File: config.mk
export PLATFORM = sky130hd
export DESIGN_NAME = uart_tx
export DESIGN_NICKNAME = d
export VERILOG_FILES = /design/src/rtl/uart_pkg.sv /design/src/rtl/tx_fifo.sv /design/src/rtl/uart_tx.sv
export SDC_FILE = /design/constraint.sdc
export NUM_CORES = 1
export LEC_CHECK = 0
export ABC_CLOCK_PERIOD_IN_PS = 2300
export CAP_MARGIN = 5
export CORE_ASPECT_RATIO = 1.25
export CORE_UTILIZATION = 42
export DETAILED_ROUTE_END_ITERATION = 8
export SLEW_MARGIN = 20
export SYNTH_ARGS = -nofsm -noshare
export SYNTH_HDL_FRONTEND = slang
export SYNTH_SLANG_ARGS = --single-unit
File: constraint.sdc
create_clock -name clk -period 2.3 [get_ports clk]
set_clock_uncertainty 0.15 [all_clocks]
set_input_delay 0.345 -clock clk [delete_from_list [all_inputs] [get_ports clk]]
set_output_delay 0.345 -clock clk [all_outputs]
set_load 0.03 [all_outputs]
File: src/rtl/uart_pkg.sv
// Shared definitions for the UART transmitter: FSM state encoding and frame format.
package uart_pkg;

   typedef enum logic [1:0] {
      IDLE,
      START,
      DATA,
      STOP
   } state_t;

   localparam int DATA_BITS = 8;
   localparam int STOP_BITS = 1;

endpackage

File: src/rtl/tx_fifo.sv
// Transmit byte buffer: first-word-fall-through FIFO, power-of-two depth, registered count.
module tx_fifo #(
   parameter int DEPTH = 4,
   parameter int WIDTH = 8
) (
   input  logic                     clk,
   input  logic                     reset_n,
   input  logic                     push,
   input  logic                     pop,
   input  logic [WIDTH-1:0]         din,
   output logic [WIDTH-1:0]         dout,
   output logic                     full,
   output logic                     empty,
   output logic [$clog2(DEPTH):0]   count
);

   localparam int PTR_W = $clog2(DEPTH);

   logic [WIDTH-1:0] mem [DEPTH];
   logic [PTR_W-1:0] wr_ptr;
   logic [PTR_W-1:0] rd_ptr;
   logic             do_push;
   logic             do_pop;

   assign full    = (count == (PTR_W + 1)'(DEPTH));
   assign empty   = (count == '0);
   assign do_push = push && !full;
   assign do_pop  = pop && !empty;
   assign dout    = mem[rd_ptr];

   // NOTE: sequential state is written with <= so every flop samples pre-edge values.
   always_ff @(posedge clk or negedge reset_n) begin
      if (!reset_n) begin
         wr_ptr <= '0;
         rd_ptr <= '0;
         count  <= '0;
      end else begin
         if (do_push) wr_ptr <= wr_ptr + 1'b1;
         if (do_pop)  rd_ptr <= rd_ptr + 1'b1;
         case ({do_push, do_pop})
            2'b10:   count <= count + 1'b1;
            2'b01:   count <= count - 1'b1;
            default: count <= count;
         endcase
      end
   end

   // NOTE: storage is not reset; the pointers and count alone define which entries are valid.
   always_ff @(posedge clk) begin
      if (do_push) mem[wr_ptr] <= din;
   end

endmodule

File: src/rtl/uart_tx.sv
// 8N1 UART transmitter with a small input FIFO; tx comes straight from a flop, idle high.
module uart_tx #(
   parameter int CLKS_PER_BIT = 434,
   parameter int FIFO_DEPTH   = 4
) (
   input  logic       clk,
   input  logic       reset_n,
   input  logic [7:0] tx_data,
   input  logic       tx_valid,
   output logic       tx_ready,
   output logic       tx,
   output logic       busy,
   output logic       overflow
);

   import uart_pkg::*;

   localparam int CNT_W = (CLKS_PER_BIT > 1) ? $clog2(CLKS_PER_BIT) : 1;
   localparam int PTR_W = $clog2(FIFO_DEPTH);
   localparam logic [CNT_W-1:0] CNT_MAX = CNT_W'(CLKS_PER_BIT - 1);

   state_t           state_q, state_d;
   logic [CNT_W-1:0] baud_q, baud_d;
   logic [2:0]       bit_q, bit_d;
   logic [7:0]       shift_q, shift_d;
   logic             tx_q, tx_d;
   logic             busy_tail_q;
   logic             overflow_q;

   logic             fifo_pop;
   logic             fifo_full;
   logic             fifo_empty;
   logic [7:0]       fifo_dout;
   logic [PTR_W:0]   fifo_count;
   logic             accept;
   logic             bit_end;

   assign tx_ready = !fifo_full;
   assign accept   = tx_valid && tx_ready;
   assign bit_end  = (baud_q == CNT_MAX);

   tx_fifo #(
      .DEPTH (FIFO_DEPTH),
      .WIDTH (8)
   ) u_fifo (
      .clk     (clk),
      .reset_n (reset_n),
      .push    (accept),
      .pop     (fifo_pop),
      .din     (tx_data),
      .dout    (fifo_dout),
      .full    (fifo_full),
      .empty   (fifo_empty),
      .count   (fifo_count)
   );

   // NOTE: every output of this block gets a default first, so no path can infer a latch.
   always_comb begin
      state_d  = state_q;
      baud_d   = bit_end ? '0 : baud_q + 1'b1;
      bit_d    = bit_q;
      shift_d  = shift_q;
      fifo_pop = 1'b0;
      tx_d     = 1'b1;

      case (state_q)
         IDLE: begin
            baud_d = '0;
            if (!fifo_empty) begin
               fifo_pop = 1'b1;
               shift_d  = fifo_dout;
               state_d  = START;
            end
         end
         START: begin
            tx_d = 1'b0;
            if (bit_end) begin
               bit_d   = '0;
               state_d = DATA;
            end
         end
         DATA: begin
            tx_d = shift_q[bit_q];
            if (bit_end) begin
               if (bit_q == 3'(DATA_BITS - 1)) begin
                  bit_d   = '0;
                  state_d = STOP;
               end else begin
                  bit_d = bit_q + 1'b1;
               end
            end
         end
         STOP: begin
            if (bit_end) begin
               if (bit_q != 3'(STOP_BITS - 1)) begin
                  bit_d = bit_q + 1'b1;
               end else if (!fifo_empty) begin
                  // Chain straight into the next start bit; baud_d has already wrapped to 0.
                  bit_d    = '0;
                  fifo_pop = 1'b1;
                  shift_d  = fifo_dout;
                  state_d  = START;
               end else begin
                  bit_d   = '0;
                  state_d = IDLE;
               end
            end
         end
         default: state_d = IDLE;
      endcase
   end

   always_ff @(posedge clk or negedge reset_n) begin
      if (!reset_n) begin
         state_q     <= IDLE;
         baud_q      <= '0;
         bit_q       <= '0;
         shift_q     <= '0;
         tx_q        <= 1'b1;
         busy_tail_q <= 1'b0;
         overflow_q  <= 1'b0;
      end else begin
         state_q     <= state_d;
         baud_q      <= baud_d;
         bit_q       <= bit_d;
         shift_q     <= shift_d;
         tx_q        <= tx_d;
         busy_tail_q <= (state_q != IDLE);
         overflow_q  <= overflow_q || (tx_valid && !tx_ready);
      end
   end

   // tx lags the FSM by one cycle, so busy_tail_q covers the last stop-bit cycle on the line.
   assign busy     = (state_q != IDLE) || (fifo_count != '0) || busy_tail_q;
   assign tx       = tx_q;
   assign overflow = overflow_q;

endmodule

==> metrics.yaml, run 1 <==
outcome:
  outcome: "complete, but fails checks"
  violations: "negative setup slack"
sta:
  period_share: 1.06
  drv_slew: 0
  setup_tns_ps: -130
  relSlewSlack: 0.619
  period_needed_ps: 2430
  hold_viol_final: 0
  finalSetupViolCount: 1
  rsz0062_at_grt: "true"
  worst_slack_ps: -130
  fmax_ghz: 0.411
  tightest_slew_ps: 571
logic_synthesis:
  syn_nets: 217
  avgSynthCellArea_um2: 15.1
  yosysTopAreaCellShare: 0.333
  synthArstFlopShare: 0.500
  ys_dominant_reg_cell: "edfxtp_1"
  ys_top_cells_by_area: "edfxtp_1, dfrtp_1, mux4_2, ha_1, mux2_4"
  syn_inst: 191
  yosysTopAreaCell: "edfxtp_1"
  yosys.cell_types.count: 40
  synth_edf_count: 32
  ys_warn_count: 0
  syn_area_mm2: 0.00289
  synth-seq-cells: 64
  seq_area_frac_synth: 0.610
route:
  drc: 0
  wire_per_inst_um: 15.2
  dr.pass1.iters: 4
  viasPerCell: 4.98
  wl_um: 5090
  drt_iter0_drc: 89
  drt.antenna.violating_nets: 0
  vias: 1667
finish:
  final_nets: 269
  most-common-layout-cells: "edfxtp_1, dfrtp_1, buf_4, nor2_1, clkdlybuf4s50_1"
  antenna_cells: 0
  syn2layout_area_growth_pct: 23.3
  final_common_cell: "edfxtp_1"
  instances_no_fill: 335
  drive_gt1_frac: 0.351
  post-route-util: 0.539
place:
  gp_congestion: 0.826
  dp_cells: 312
  portBuffers: 14
  dp_hpwl_um: 3660
  pre_cts_ws_ps: -171
clocking:
  clock_path_buffers: 2
  clock-sinks: 64
  cts_hold_buf: 0
  cts_tree: "done"
  htreeDepth: 3
  clock_latency_ps: 340
  numCtsBuffers: 9
  clk_pin_slew_ps: 80
  root_buffer: "clkbuf_8"
critical_path:
  reg2reg_depth: 11
  arrival_ps: 2540
  end_kind: "flip-flop"
  critPathLaunchType: "flip-flop"
  path_class: "flip-flop to flip-flop"
  cp_data_required_time_ps: 2410
  critPathMaxFanout: 2
power_and_ir_drop:
  p_sw_frac: 0.333
  combPwrFrac: 0.395
  switchingPower_mw: 1.47
  vdd_drop_max_v: 0.000663
  power_mw: 4.42
  leakagePower_nw: 1.48
  p_int_mw: 2.95
  power_density_mw_per_mm2: 1240
  p_clk_frac: 0.196
  sequentialPowerShare: 0.408
worst_hold_path:
  min_path_type: "input port to asynchronous set/reset pin"
floorplan:
  start_util: 0.437
  core_area_mm2: 0.00661
  pin_count: 15
  die-area_mm2: 0.00722
  die_w_um: 76.2
  die_h_um: 94.7
  row_count: 33
global_route:
  grt_pass1_vias: 1815
  gr-usage-all-layers: 0.161
  grt_max_degree: 33
  overflow: 0
  antenna_found_initial: 0
  grt_pass1_wl_um: 8540
job:
  cap_viol_max_count: 0
==> state kept, by name, summed over array words and instances (netlist names), 2 cells and up <==
| name | count |
|---|---|
| u_fifo.rd_ptr | 2 |
| baud_q | 9 |
| state_q | 2 |
| u_fifo.count | 3 |
| u_fifo.mem | 32 |
| bit_q | 3 |
| shift_q | 8 |
| u_fifo.wr_ptr | 2 |
==> path summary, 6_finish.rpt <==
kind,from,endpoint,slack (ps)
worst min-delay path,reset_n,baud_q[3],240
min in group clk,overflow,overflow,360
max in group asynchronous,reset_n,tx,1420
worst max register to register,baud_q[1],u_fifo.count[2],-130
worst min register to register,overflow,overflow,360
worst max-delay path,baud_q[1],u_fifo.count[2],-130
==> timing repair <==
item	4_1_cts	5_1_grt
gates resized for setup	7	8
pin swaps	6	1
endpoints found under the setup margin	3	4
setup buffers	5	2
==> area by class of cell <==
class	count	area, um2
fillers	546	3040
multi-input cells	111	1100
well taps	87	109
repair buffers	44	363
inverters	13	48.8
clock buffers	9	124
flip-flops and latches	64	1760
clock inverters	7	56.3
==> worst max-delay path, cell delays in order, from the launching register on <==
cell	delay (ps)
dfrtp_1	380
inv_1	60
ha_2	170
and4b_4	240
a41oi_2	110
nor3_2	230
ha_2	220
inv_2	40
fa_2	330
xor2_1	150
nor2_1	110
xor2_1	150
==> per-stage QoR <==
step,instance area (um2),hold WS [ps]
2_1_floorplan,2910,-101
3_3_place_gp,3320,301
3_5_place_dp,3320,340
4_1_cts,3540,253
5_1_grt,3560,289
6_report,3560,243
==> power groups by stage <==
stage | registers, mW | clock network, mW | logic (mW)
global placement | 1.80 | 0 | 1.63
detailed placement | 1.83 | 0 | 1.69
floorplan | 1.74 | 0 | 1.28
finish | 1.81 | 0.868 | 1.75
CTS | 1.81 | 0.890 | 1.73
global route | 1.85 | 0.948 | 1.91
==> synthesized netlist by cell type, drive strengths merged, types with 2 or more instances <==
master,n
inv,13
mux2i,3
mux4,10
o21ai,3
nand2b,2
xnor2,7
o211a,2
and3,5
buf,2
nor2,14
dfrtp,31
mux2,10
a21oi,2
nand2,7
nor2b,2
ha,14
xor2,6
nand3,5
edfxtp,32
nor3,5
==> kinds of logic after synthesis <==
kind of cell,share of synthesized area
AOI/OAI and AO/OA,0.0338
xor gates and xnor gates,0.0394
adders and majority gates,0.0676
buffers and inverters,0.0238
DFF,0.610
muxes,0.138
and+or+nand+nor,0.0875
==> layer usage <==
metal / global-route usage / vias to the layer above / routed length (um)
li1: - / 802 / -
met1: 0.171 / 822 / 2020
met2: 0.295 / 33 / 2800
met3: 0.0522 / 10 / 159
met4: 0.0721 / 0 / 111
met5: 0 / - / 0
Power figures use the tool's default switching activity.
==> inputs of run 2 (changes only) <==
--- a/config.mk
+++ b/config.mk
@@ -13,4 +13,5 @@
 export SLEW_MARGIN = 20
 export SYNTH_ARGS = -nofsm -noshare
 export SYNTH_HDL_FRONTEND = slang
+export SYNTH_HIERARCHICAL = 1
 export SYNTH_SLANG_ARGS = --single-unit
==> run 2 against run 1 <==
Against the previous run:
- the run still ends with negative setup slack left
- clock-buffer cell count unchanged
- die area is 1.5% higher
- register-to-register slack better by 30 ps
- total power is 34% lower
- sequential power is 20% lower
- largest power group unchanged
- via count rose by 3.1%
- global-route usage shrank 0.44 points
==> metrics.yaml, run 2 <==
critical_path:
  critPathLaunchType: "flip-flop"
  r2r-start: "baud_q[1]"
  cp.depth: 13  # +2
  critPathTopFamily: "adder cells"
  path_cells: "inv_1 -> ha_2 -> nand4b_4 -> nor3_4 -> a21oi_2 -> nor3_2 -> o31a_2 -> ha_4 -> inv_2 -> fa_2 -> xor2_1 -> nor2_1 -> xor2_1"
  reg2reg_depth: 13  # +2
  cp_data_required_time_ps: 2410  # about the same
  crit_top_cell: "xor2_1"
  arrival_ps: 2520  # -20 ps
  crit_start: "baud_q[1]"
  crit_path_top_delay_cell: "dfrtp_1"
  critPathMaxFanout: 2  # unchanged
  end_kind: "flip-flop"
  regToRegSetupSlack_ps: -100  # +30 ps
  critPathMaxStageDelay_ps: 380  # about the same
  path_buf_inv: 2  # unchanged
  path_class: "flip-flop to flip-flop"
  r2r-end: "u_fifo/count[2]"
sta:
  fmax_ghz: 0.416  # +1.2%
  finalSetupViolCount: 1  # unchanged
  period_share: 1.04  # -0.0121
  period_needed_ps: 2400  # -27.8 ps
  hold_viol_final: 0  # unchanged
  relSlewSlack: 0.624  # +0.00461
  rsz0062_at_grt: "true"
  tightest_slew_ps: 564  # -6.91 ps
  worst_slack_ps: -103  # +27.8 ps
  drv_slew: 0  # unchanged
  setup_tns_ps: -103  # +27.8 ps
  timing.hold.ws_ps: 248  # +5.55 ps
logic_synthesis:
  syn_nets: 223  # +2.8%
  avgSynthCellArea_um2: 15.0  # -1.1%
  seq_area_frac_synth: 0.601  # -0.00911
  ys_top_cells_by_count: "edfxtp_1, dfrtp_1, inv_1, ha_1, nor2_1"
  yosysTopAreaCell: "edfxtp_1"
  ys_dominant_reg_cell: "edfxtp_1"
  ys_warn_count: 6  # +6
  synthArstFlopShare: 0.500  # unchanged
  synth-seq-cells: 64  # unchanged
  syn_inst: 196  # +2.6%
  synth_edf_count: 32  # unchanged
  yosysTopAreaCellShare: 0.328  # -0.00497
  ys_top_cells_by_area: "edfxtp_1, dfrtp_1, mux4_2, ha_1, mux2_2"
  syn_area_mm2: 0.00293  # +1.5%
  yosys.cell_types.count: 40  # unchanged
  yosysMostFrequentCell: "edfxtp_1"
finish:
  syn2layout_area_growth_pct: 25.6
  final_nets: 283  # +5.2%
  top_regs: "u_fifo/mem x32, baud_q x9, shift_q x8"
  antenna_cells: 0  # unchanged
  final_common_cell: "buf_4"
  seq_area_mm2: 0.00176  # about the same
  regMostFlops: "u_fifo/mem"
  most-common-layout-cells: "buf_4, edfxtp_1, dfrtp_1, inv_1"
  drive_gt1_frac: 0.364  # +0.0132
  multiInputGateArea_mm2: 0.00114  # +4.1%
  fillerInstances: 549  # +0.55%
  largest_reg_flops: 32  # unchanged
place:
  portBuffers: 14  # unchanged
  dp_hpwl_um: 3610  # -1.2%
  gp_congestion: 0.812  # -1.7%
floorplan:
  row_count: 33  # unchanged
  die_h_um: 95.4  # +0.74%
  die-area_mm2: 0.00732  # +1.5%
  core_area_mm2: 0.00665  # +0.63%
  die_w_um: 76.7  # +0.74%
  start_util: 0.441  # +0.00387
  pin_count: 15  # unchanged
power_and_ir_drop:
  p_sw_frac: 0.288  # -0.0449
  power_density_mw_per_mm2: 795  # -36%
  p_clk_frac: 0.304  # +0.108
  p_int_mw: 2.08  # -29%
  vdd_drop_max_v: 0.000467  # -29%
  combPwrFrac: 0.201  # -0.194
  leakagePower_nw: 1.48  # -0.49%
  switchingPower_mw: 0.842  # -43%
  sequentialPowerShare: 0.494  # +0.086
route:
  drc: 0  # unchanged
  wl_um: 4950  # -2.6%
  drt_iter0_drc: 106  # +19%
  viasPerCell: 4.94  # -0.73%
  wire_per_inst_um: 14.2  # -6.3%
  drt.antenna.violating_nets: 0  # unchanged
  dr.pass1.iters: 4  # unchanged
  vias: 1719  # +3.1%
clocking:
  clock-sinks: 64  # unchanged
  clock_path_buffers: 2  # unchanged
  numCtsBuffers: 9  # unchanged
  cts_tree: "done"
  clock_latency_ps: 340  # about the same
  htreeDepth: 3  # unchanged
  clk_pin_slew_ps: 80  # about the same
  root_buffer: "clkbuf_8"
  cts_hold_buf: 0  # unchanged
outcome:
  violations: "negative setup slack"
  outcome: "complete, but fails checks"
global_route:
  grt_pass1_wl_um: 8340  # -2.3%
  antenna_found_initial: 0  # unchanged
  grt_max_degree: 33  # unchanged
  grt_pass1_vias: 1818  # +0.17%
  gr-usage-all-layers: 0.157  # -0.00438
  overflow: 0  # unchanged
worst_hold_path:
  min_path_type: "input port to asynchronous set/reset pin"
job:
  cap_viol_max_count: 0  # unchanged
[run 2: cell types whose count changed after synthesis, moves of 3 or more]
cell     before  now
a21oi_1       2    6
mux2_2        2    9
nor2_1       14   11
inv_1        13   17
and3_2        1    4
and3_1        4    1
mux2_4        8    1
[run 2: how the worst max path moves through the flow]
stage | endpoint | slack [ps]
after detailed placement | u_fifo/count[2] | -180
final | u_fifo/count[2] | -100
after global placement | u_fifo/count[2] | -140
after global routing | u_fifo/count[2] | -280
after floorplan | u_fifo/count[2] | -170
after CTS | u_fifo/count[2] | -190
[run 2: cell families (layout without fill, tap and decap cells)]
| family | count (synthesis) | in the layout | share of synthesized area |
|---|---|---|---|
| AOI/OAI and AO/OA | 20 | 20 | 0.0491 |
| xor gates and xnor gates | 11 | 11 | 0.0328 |
| adders and majority gates | 16 | 16 | 0.0708 |
| buffers and inverters | 19 | 84 | 0.0247 |
| DFF | 64 | 64 | 0.601 |
| muxes | 23 | 23 | 0.127 |
| and+or+nand+nor | 43 | 43 | 0.0947 |
[run 2: metrics by stage]
stage | setup slack [ps] | utilization | total power [mW] | instances | instance area, um2
after floorplan | -170 | - | 1.81 | 196 | 2970
after global placement | -141 | 0.523 | 2.02 | 330 | 3470
after detailed placement | -182 | 0.523 | 2.07 | 330 | 3470
after CTS | -194 | 0.553 | 2.97 | 348 | 3680
after global routing | -284 | 0.554 | 3.09 | 348 | 3680
final | -103 | 0.554 | 2.93 | 348 | 3680
[run 2: routing by layer]
metal | wire (um) | global-route usage
met1 | 2140 | 0.171
met4 | 89 | 0.0721
met5 | 0 | 0
met2 | 2620 | 0.279
met3 | 102 | 0.0498
[run 2: worst register-to-register path, stage by stage (launching register included)]
cell,delay [ps]
dfrtp_1,380
inv_1,60
ha_2,180
nand4b_4,120
nor3_4,160
a21oi_2,80
nor3_2,100
o31a_2,190
ha_4,140
inv_2,30
fa_2,330
xor2_1,150
nor2_1,110
xor2_1,160
[run 2: power by group through the flow]
stage | Combinational, mW | Clock [mW] | Sequential, mW
after global routing | 0.656 | 0.972 | 1.46
after detailed placement | 0.599 | 0 | 1.47
after global placement | 0.564 | 0 | 1.46
final | 0.589 | 0.891 | 1.45
after CTS | 0.598 | 0.926 | 1.45
after floorplan | 0.321 | 0 | 1.49
[run 2: what timing repair did]
action / in CTS / in global routing
setup buffers: 2 / 0
pin swaps: 4 / 2
endpoints found under the setup margin: 4 / 3
hold endpoints to repair: 0 / 0
gates resized for setup: 3 / 2
[run 2: layout make-up]
cell class,count,share of cell area
well taps,87,0.0296
repair buffers,51,0.113
multi-input cells,113,0.311
clock buffers,9,0.0336
inverters,17,0.0173
clock inverters,7,0.0166
flip-flops and latches,64,0.479
==> inputs of run 3 (changes only) <==
--- a/config.mk
+++ b/config.mk
@@ -5,7 +5,6 @@
 export SDC_FILE = /design/constraint.sdc
 export NUM_CORES = 1
 export LEC_CHECK = 0
-export ABC_CLOCK_PERIOD_IN_PS = 2300
 export CAP_MARGIN = 5
 export CORE_ASPECT_RATIO = 1.25
 export CORE_UTILIZATION = 42
==> results of run 3 <==
The final DEF is identical to that of run 2; final timing and power are the same.
